$ cat config.mk
export PLATFORM = sky130hd
export DESIGN_NAME = mult_div_unit
export DESIGN_NICKNAME = d
export VERILOG_FILES = /design/src/rtl/mult_div_unit.sv
export SDC_FILE = /design/constraint.sdc
export NUM_CORES = 1
export LEC_CHECK = 0
export ABC_CLOCK_PERIOD_IN_PS = 7300
export CORE_AREA = 2 2 161 163
export CTS_BUF_LIST = sky130_fd_sc_hd__clkbuf_4 sky130_fd_sc_hd__clkbuf_8
export DETAILED_ROUTE_END_ITERATION = 16
export DIE_AREA = 0 0 163 165
export PLACE_DENSITY = 0.79
export SLEW_MARGIN = 10
export SYNTH_ARGS = -nofsm -noshare
export SYNTH_HDL_FRONTEND = slang
export SYNTH_SLANG_ARGS = --single-unit
$ cat constraint.sdc
create_clock -name clk -period 7.3 [get_ports clk]
set_input_delay 1.46 -clock clk [delete_from_list [all_inputs] [get_ports clk]]
set_output_delay 1.46 -clock clk [all_outputs]
set_load 0.02 [all_outputs]
$ cat src/rtl/mult_div_unit.sv
// Iterative signed multiply (radix-2 Booth) / divide (restoring on magnitudes).
// Result lands in HI/LO 33 edges after Start is accepted; divide by zero completes at the next edge.
module mult_div_unit (
    input  logic        clk,
    input  logic        reset,
    input  logic        Start,
    input  logic        Op,
    input  logic [31:0] A,
    input  logic [31:0] B,
    output logic [31:0] HI,
    output logic [31:0] LO,
    output logic        Busy,
    output logic        Done,
    output logic        DivZero,
    output logic [1:0]  o_state
);

    localparam logic [1:0] IDLE   = 2'd0;
    localparam logic [1:0] MULT   = 2'd1;
    localparam logic [1:0] DIV    = 2'd2;
    localparam logic [1:0] FINISH = 2'd3;

    logic [1:0]  r_state;
    logic [5:0]  r_count;
    logic        r_op;
    logic        r_dz;
    logic        r_sign_a;
    logic        r_sign_b;
    logic [31:0] r_opnd;
    logic [32:0] r_acc_hi;
    logic [31:0] r_acc_lo;
    logic        r_booth;
    logic [31:0] r_hi;
    logic [31:0] r_lo;
    logic        r_busy;
    logic        r_done;
    logic        r_divzero;

    logic [31:0] w_a_mag;
    logic [31:0] w_b_mag;
    logic [32:0] w_mcand_ext;
    logic [32:0] w_booth_sum;
    logic [32:0] w_shifted;
    logic [33:0] w_trial;
    logic        w_fits;
    logic [31:0] w_quo_fix;
    logic [31:0] w_rem_fix;

    assign w_a_mag = A[31] ? (32'd0 - A) : A;
    assign w_b_mag = B[31] ? (32'd0 - B) : B;

    // Upper accumulator carries one guard bit so a -2^31 multiplicand cannot overflow.
    assign w_mcand_ext = {r_opnd[31], r_opnd};

    always_comb begin
        w_booth_sum = r_acc_hi;
        case ({r_acc_lo[0], r_booth})
            2'b01:   w_booth_sum = r_acc_hi + w_mcand_ext;
            2'b10:   w_booth_sum = r_acc_hi - w_mcand_ext;
            default: w_booth_sum = r_acc_hi;
        endcase
    end

    // Partial remainder stays below the divisor magnitude, so 32 bits hold it.
    assign w_shifted = {r_acc_hi[31:0], r_acc_lo[31]};
    assign w_trial   = {1'b0, w_shifted} - {2'b00, r_opnd};
    assign w_fits    = ~w_trial[33];

    assign w_quo_fix = (r_sign_a ^ r_sign_b) ? (32'd0 - r_acc_lo) : r_acc_lo;
    assign w_rem_fix = r_sign_a ? (32'd0 - r_acc_hi[31:0]) : r_acc_hi[31:0];

    always_ff @(posedge clk or posedge reset) begin
        if (reset) begin
            r_state   <= IDLE;
            r_count   <= 6'd0;
            r_op      <= 1'b0;
            r_dz      <= 1'b0;
            r_sign_a  <= 1'b0;
            r_sign_b  <= 1'b0;
            r_opnd    <= 32'd0;
            r_acc_hi  <= 33'd0;
            r_acc_lo  <= 32'd0;
            r_booth   <= 1'b0;
            r_hi      <= 32'd0;
            r_lo      <= 32'd0;
            r_busy    <= 1'b0;
            r_done    <= 1'b0;
            r_divzero <= 1'b0;
        end else begin
            r_done    <= 1'b0;
            r_divzero <= 1'b0;
            case (r_state)
                IDLE: begin
                    if (Start) begin
                        r_op     <= Op;
                        r_busy   <= 1'b1;
                        r_count  <= 6'd32;
                        r_sign_a <= A[31];
                        r_sign_b <= B[31];
                        r_acc_hi <= 33'd0;
                        r_booth  <= 1'b0;
                        if (!Op) begin
                            r_opnd   <= A;
                            r_acc_lo <= B;
                            r_dz     <= 1'b0;
                            r_state  <= MULT;
                        end else begin
                            r_opnd   <= w_b_mag;
                            r_acc_lo <= w_a_mag;
                            r_dz     <= (B == 32'd0);
                            r_state  <= (B == 32'd0) ? FINISH : DIV;
                        end
                    end
                end
                MULT: begin
                    r_acc_hi <= {w_booth_sum[32], w_booth_sum[32:1]};
                    r_acc_lo <= {w_booth_sum[0], r_acc_lo[31:1]};
                    r_booth  <= r_acc_lo[0];
                    r_count  <= r_count - 6'd1;
                    if (r_count == 6'd1) r_state <= FINISH;
                end
                DIV: begin
                    r_acc_hi <= w_fits ? {1'b0, w_trial[31:0]} : {1'b0, w_shifted[31:0]};
                    r_acc_lo <= {r_acc_lo[30:0], w_fits};
                    r_count  <= r_count - 6'd1;
                    if (r_count == 6'd1) r_state <= FINISH;
                end
                FINISH: begin
                    r_busy  <= 1'b0;
                    r_done  <= 1'b1;
                    r_state <= IDLE;
                    if (r_dz) begin
                        r_divzero <= 1'b1;
                    end else if (r_op) begin
                        r_hi <= w_rem_fix;
                        r_lo <= w_quo_fix;
                    end else begin
                        r_hi <= r_acc_hi[31:0];
                        r_lo <= r_acc_lo;
                    end
                end
                default: r_state <= IDLE;
            endcase
        end
    end

    assign HI      = r_hi;
    assign LO      = r_lo;
    assign Busy    = r_busy;
    assign Done    = r_done;
    assign DivZero = r_divzero;
    assign o_state = r_state;

endmodule

==> impl_metrics.yaml <==
cts:
  cts-buffers-inserted: 17
  holdBufCountCts: 0
  clk_pin_slew_ns: 0.12
  cts_tree: "yes"
  cts_resized: 0
  root_buffer: "clkbuf_8"
  post_cts_buffers: 0
  cts_sinks: 177
  clockBufferDepth: 2
  clock_latency_ns: 0.49
  htree_levels: 4
pwr:
  ir_drop_v: 0.000386
  p_sw_uw: 4630
  power.share.clock_pct: 8.4
  p_int_uw: 4100
  seqPwrFrac_pct: 22.6
  swShare_pct: 53.0
  p_per_area_nw_per_um2: 523
  p_leak_uw: 0.00700
  p_total_uw: 8730
  p_comb_share_pct: 69.0
worst_setup_path:
  worstPathMaxFanout: 33
  r2r_cells: 12
  arrival_ns: 5.10
  r2r_slack_ns: 2.64
  crit_top_cell: "a211o_1"
  cp-start-kind: "register"
  path_cells: "ha_1 > mux2_2 > fa_1 > nand2b_1 > a211oi_1 > o31a_1 > o211ai_1 > a21oi_1 > o2111ai_1 > a211o_1 > a211o_1 > nand3_1"
  critical-path-slowest-cell: "ha_1"
  r2r-start: "r_acc_lo[0]$_DFFE_PP0P_"
  crit_type: "register to register"
  cpPeakStageDelay_ns: 0.96
  rr_endpoint: "r_acc_hi[31]$_DFFE_PP0P_"
  setup.worst_path.end_class: "register"
  crit_start: "r_acc_lo[0]$_DFFE_PP0P_"
  critPathRequiredTime_ns: 7.73
yosys:
  yosysWarnings: 0
  synth_seq_cells: 177
  netlist_area_um2: 14800
  synth_top_cell_area_share_pct: 29.9
  async_flop_share_pct: 100
  yosys.area.top_type: "dfrtp_1"
  syn_nets: 2034
  ys.flop_type: "dfrtp_1"
  yosysUniqueCellTypes: 74
  netlist_top_cells_area: "dfrtp_1, o21ai_0, ha_1"
  avgSynthCellArea_um2: 7.85
  synthCells: 1888
  synth_edf_count: 0
  ys_seq_area_share_pct: 29.9
sta:
  grt_setup_unrepaired: "false"
  whs_ns: 0.485
  layout_min_cycle_time_ns: 4.66
  layout_worst_path_cycle_share_pct: 63.9
  drv_slew: 0
  tightest_slew_ns: 1.27
  finalSetupTns_ns: 0
  setup_viol: 0
  hold_viol_final: 0
  fmax_mhz: 214
  slew_headroom_pct: 15.3
  fin_skew_ns: 0.0190
layout:
  nFillCells: 2156
  area_growth_pct: 12.7
  nets: 2094
  fin_cells: 2291
  multi_input_area_um2: 9690
  regArea_um2: 4430
  final_cell_area_um2: 16700
  final_common_cell: "nand2_1"
  layout-drive-gt1-share_pct: 3.98
  final_cell_mix: "nand2_1, o21ai_0, dfrtp_1"
  antenna_cells: 0
route:
  ant_nets: 0
  wl_um: 44500
  wl_per_cell_um: 19.4
  vias: 14600
  first_pass_iters: 6
  post-route-drc-count: 0
  drt_iter0_markers: 1560
  viasPerCell: 6.36
placed_design:
  placed_cells: 2259
  placed_cell_area_um2: 16300
  place_hpwl_um: 33700
  globalplace.congestion: 1.00
  portBuffers: 136
job:
  drv_cap: 0
global_route:
  globalRouteOverflowTotal: 0
  grt_first_pass_wirelength_um: 71500
  grt_usage_pct: 33.8
  grt_max_degree: 129
  grt_antenna_before_repair: 0
  grt_pass1_vias: 13100
min_path:
  min_from: "HI[11]$_DFFE_PP0P_"
  hold_path.class: "register to register"
  worstHoldPathCells: 2
  hold_end: "HI[11]$_DFFE_PP0P_"
die:
  fp.dieH_um: 165
  core_area_um2: 25000
  die_w_um: 163
  num_rows: 58
  die_area_um2: 26900
  io_pins: 137
  initial_core_util_pct: 59.2
status:
  status: "finished clean"
critical path, delay by kind of cell (launching register included):
family / cells / cell delay, ns
AOI/OAI and AO/OA: 7 / 2.03
adders and majority gates: 2 / 1.40
and+or+nand+nor: 2 / 0.26
muxes: 1 / 0.47
DFF: 1 / 0.45
cell type report:
| class | instances | area share, % |
|---|---|---|
| multi-input combinational | 1528 | 58.0 |
| sequential | 177 | 26.5 |
| timing repair buffer | 152 | 8.84 |
| tap | 330 | 2.47 |
| inverter | 72 | 1.65 |
| clock buffer | 17 | 1.40 |
| clock inverter | 15 | 1.10 |
flip-flops by register name, indices dropped and copies added (netlist names):
name / cells
r_op: 1
LO: 32
r_acc_hi: 33
r_booth: 1
o_state: 2
r_dz: 1
Done: 1
HI: 32
r_count: 6
r_sign_b: 1
r_sign_a: 1
r_opnd: 32
DivZero: 1
r_acc_lo: 32
Busy: 1
logic make-up (layout without fill, tap and decap cells):
| family | after synthesis | count (layout) | share of synthesized area, % |
|---|---|---|---|
| DFF | 177 | 177 | 29.9 |
| AOI/OAI and AO/OA | 654 | 654 | 27.3 |
| adders and majority gates | 78 | 78 | 6.69 |
| xor gates and xnor gates | 195 | 195 | 11.5 |
| buffers and inverters | 183 | 256 | 4.92 |
| and+or+nand+nor | 580 | 580 | 18.3 |
| muxes | 21 | 21 | 1.44 |
power by group through the flow:
stage	logic, uW	clock network (uW)	registers, uW
floorplan	4320	0	1930
global placement	5770	0	1950
detailed placement	5890	0	1970
CTS	5930	733	1950
global route	6650	773	2030
finish	6030	731	1970
through the flow:
stage	utilization (%)	setup slack, ns
floorplan	-	1.04
global placement	65.0	2.66
detailed placement	65.0	2.63
CTS	66.7	2.84
global route	66.7	2.28
finish	66.7	2.64
synthesized netlist by cell type (33+ instances only):
cell type / number
inv_1: 71
nor2_1: 152
nand2_1: 222
xnor2_1: 98
xor2_1: 97
o21ai_0: 215
ha_1: 76
a21oi_1: 171
o31ai_1: 36
nor3_1: 42
a22oi_1: 33
clkbuf_1: 93
dfrtp_1: 177
per-layer routing:
metal  wire (um)  up-vias  share of wire (%)  track usage [%]
met3        4830       72                 11             5.98
li1            -     6936                  -                -
met2       18700      746                 42             50.5
met5           0        -                  0                0
met4        1190        0                2.7             10.5
met1       19700     6824                 44             49.7
worst max path at each step:
stage / cells past startpoint / slack [ns] / to
2_1_floorplan: 1 / 1.04 / Busy$_DFFE_PP0P_
3_3_place_gp: 9 / 2.66 / r_acc_lo[23]$_DFFE_PP0P_
3_5_place_dp: 9 / 2.63 / r_acc_lo[23]$_DFFE_PP0P_
4_1_cts: 12 / 2.84 / r_acc_hi[31]$_DFFE_PP0P_
5_1_grt: 17 / 2.28 / r_acc_hi[32]$_DFFE_PP0P_
6_report: 12 / 2.64 / r_acc_hi[31]$_DFFE_PP0P_
(Power assumes the default switching activity.)
==> RTL edit: new RTL, config.mk and constraints unchanged <==
Register the input `A` before use. The logic sees it one clock later. The other inputs are not delayed to match.
--- a/src/rtl/mult_div_unit.sv
+++ b/src/rtl/mult_div_unit.sv
@@ -20,4 +20,10 @@
     localparam logic [1:0] DIV    = 2'd2;
     localparam logic [1:0] FINISH = 2'd3;
+
+    logic [31:0] A_q;
+
+    always_ff @(posedge clk) begin
+        A_q <= A;
+    end
 
     logic [1:0]  r_state;
@@ -47,5 +53,5 @@
     logic [31:0] w_rem_fix;
 
-    assign w_a_mag = A[31] ? (32'd0 - A) : A;
+    assign w_a_mag = A_q[31] ? (32'd0 - A_q) : A_q;
     assign w_b_mag = B[31] ? (32'd0 - B) : B;
 
@@ -96,10 +102,10 @@
                         r_busy   <= 1'b1;
                         r_count  <= 6'd32;
-                        r_sign_a <= A[31];
+                        r_sign_a <= A_q[31];
                         r_sign_b <= B[31];
                         r_acc_hi <= 33'd0;
                         r_booth  <= 1'b0;
                         if (!Op) begin
-                            r_opnd   <= A;
+                            r_opnd   <= A_q;
                             r_acc_lo <= B;
                             r_dz     <= 1'b0;
Function: same outputs for any inputs over 10 cycles, from zero or initial values and one cycle with reset high; that may be too few to reach the edited logic, so the function may still have changed.
==> RTL edit against the original RTL <==
Sequential cell count increased by 32. Wire length shrank 5.4%. Cell area rose by 4.1%. Clock skew barely moved. Global-route usage decreased by 3.0 points. Utilization grew 2.7 points. Clock power is 74% higher. Cell count down 0.96%. Worst hold slack got worse by 0.010 ns. Total power fell by 14%. Setup slack lost 0.16 ns. Synthesized area grew 1.6%.
==> RTL edit: results (changes against the original RTL) <==
Run status
  – Status: complete, no violations

Synthesis
  – Sequential area share after synthesis: 33.7% (+3.8 points)
  – FFs w/ async S/R, synth: 84.7% (-15 points)
  – Top cells by area, synth: dfrtp_1, o21ai_0, ha_1, xnor2_1, nand2_1
  – Mapped Nets: 1983 (-2.5%)
  – Top cells by count, synth: o21ai_0, nand2_1, dfrtp_1, a21oi_1, xnor2_1

Clocking
  – CTS buffer count: 39 (+22)
  – CTS HTree Levels: 2 (-2)
  – Clock Path Buffers: 3 (+1)
  – Clock Sinks: 209 (+18%)
  – Skew-Pair Late Insertion Delay: 0.55 ns (+0.06 ns)
  – Reg clk slew, reported paths: 0.06 ns (-0.06 ns)

Layout
  – Invs w/o clock: 67 (-6.9%)
  – Clkbuf count: 62 (+45)
  – Final Non-Filler Cells: 2269 (-0.96%)
  – Multi-input logic area: 0.00933 mm² (-3.7%)
  – Layout fillers: 2117 (-1.8%)
  – Non-clk bufs: 146 (-3.9%)
  – Seq area share: 29.2% (+2.7 points)
  – Multi-In Gates: 1446 (-5.4%)
  – Final clock-cell share: 5.07% (+2.6 points)
  – Nets: 2055 (-1.9%)
  – Non-clock buffer share: 8.22% (-0.62 points)

Worst setup path
  – Reg2reg path depth: 16 (+4)
  – Slowest cell delay on critical path: 0.59 ns (-0.37 ns)
  – Worst path slowest cell: or4b_1
  – Top delay family on crit path: simple AND/OR/NAND/NOR gates
  – Crit path DAT: 5.22 ns (+0.12 ns)
  – Crit-path max FO: 7 (-79%)

Global route
  – GR Util met1: 41.8% (-7.9 points)
  – Number of global-route vias before repair: 12900 (-1.7%)
  – First-pass GRT wire length: 66.2 mm (-7.4%)
  – Initial antenna violation count: 1 (+1)
  – Total track usage: 30.8% (-3.0 points)
  – Met3 Use GR: 4.77% (-1.2 points)

Power and ir drop
  – Max VDD drop: 0.000456 V (+18%)
  – Pleak: 0.00744 µW (+6.2%)

Routing
  – Drt pass-1 iters: 8 (+2)
  – WL met3: 2.92 mm (-40%)
  – WL per Instance: 18.5 µm (-4.4%)
  – Starting DRC count in detailed routing: 1386 (-11%)
  – Met2 routed WL: 19.4 mm (+3.9%)
  – Vias per cell: 6.19 (-2.7%)

Timing
  – Worst-Margin Slew: 1.10 ns (-0.169 ns)
  – Setup skew after layout: 0.0191 ns (+0.000135 ns)

Place
  – DP Area: 0.0165 mm² (+1.3%)
  – Placement Setup Slack: 2.44 ns (-0.190 ns)
  – Hpwl dp: 30.8 mm (-8.6%)
  – Cells after DPL: 2198 (-2.7%)
==> RTL edit: changes by cell type after synthesis, sizes merged, moves of 14 or more <==
cell,change
nand2,+21
o31ai,-14
nor2,-60
a21oi,-54
o21ai,+53
a222oi,+28
dfxtp,+32
==> RTL edit: path summary, 6_finish.rpt <==
check	to	slack [ns]	start
worst max-delay path	r_acc_hi[32]$_DFFE_PP0P_	2.48	r_opnd[2]$_DFFE_PP0P_
worst min-delay path	HI[30]$_DFFE_PP0P_	0.47	HI[30]$_DFFE_PP0P_
worst max register to register	r_acc_hi[32]$_DFFE_PP0P_	2.48	r_opnd[2]$_DFFE_PP0P_
worst min register to register	HI[30]$_DFFE_PP0P_	0.47	HI[30]$_DFFE_PP0P_
max in group asynchronous	r_acc_hi[5]$_DFFE_PP0P_	4.19	reset
min in group asynchronous	LO[3]$_DFFE_PP0P_	1.50	reset
==> RTL edit: logic make-up after synthesis <==
| family | after synthesis | synth area share [%] |
|---|---|---|
| mux | 20 | 1.35 |
| xor+xnor | 207 | 12.0 |
| buf+inv | 182 | 4.59 |
| simple gates | 521 | 16.2 |
| compound gates | 620 | 25.5 |
| flops | 209 | 33.7 |
| fa+ha+maj | 78 | 6.58 |
==> RTL edit: power breakdown <==
group / total [µW] / internal (µW) / switching (µW)
Sequential: 1950 / 1510 / 442
Clock: 1270 / 751 / 520
Combinational: 4290 / 1680 / 2600
Total: 7510 / 3940 / 3570
==> RTL edit: metrics by stage <==
stage,total power (µW),utilization (%)
floorplan,5000,-
global placement,6060,65.9
detailed placement,6180,65.9
CTS,7480,69.4
global route,8080,69.4
finish,7510,69.4
==> RTL edit: tightest hold or removal path, stage by stage, from the launching register on <==
cell	delay [ns]
dfrtp_1	0.34
nand2_1	0.05
o21ai_0	0.06
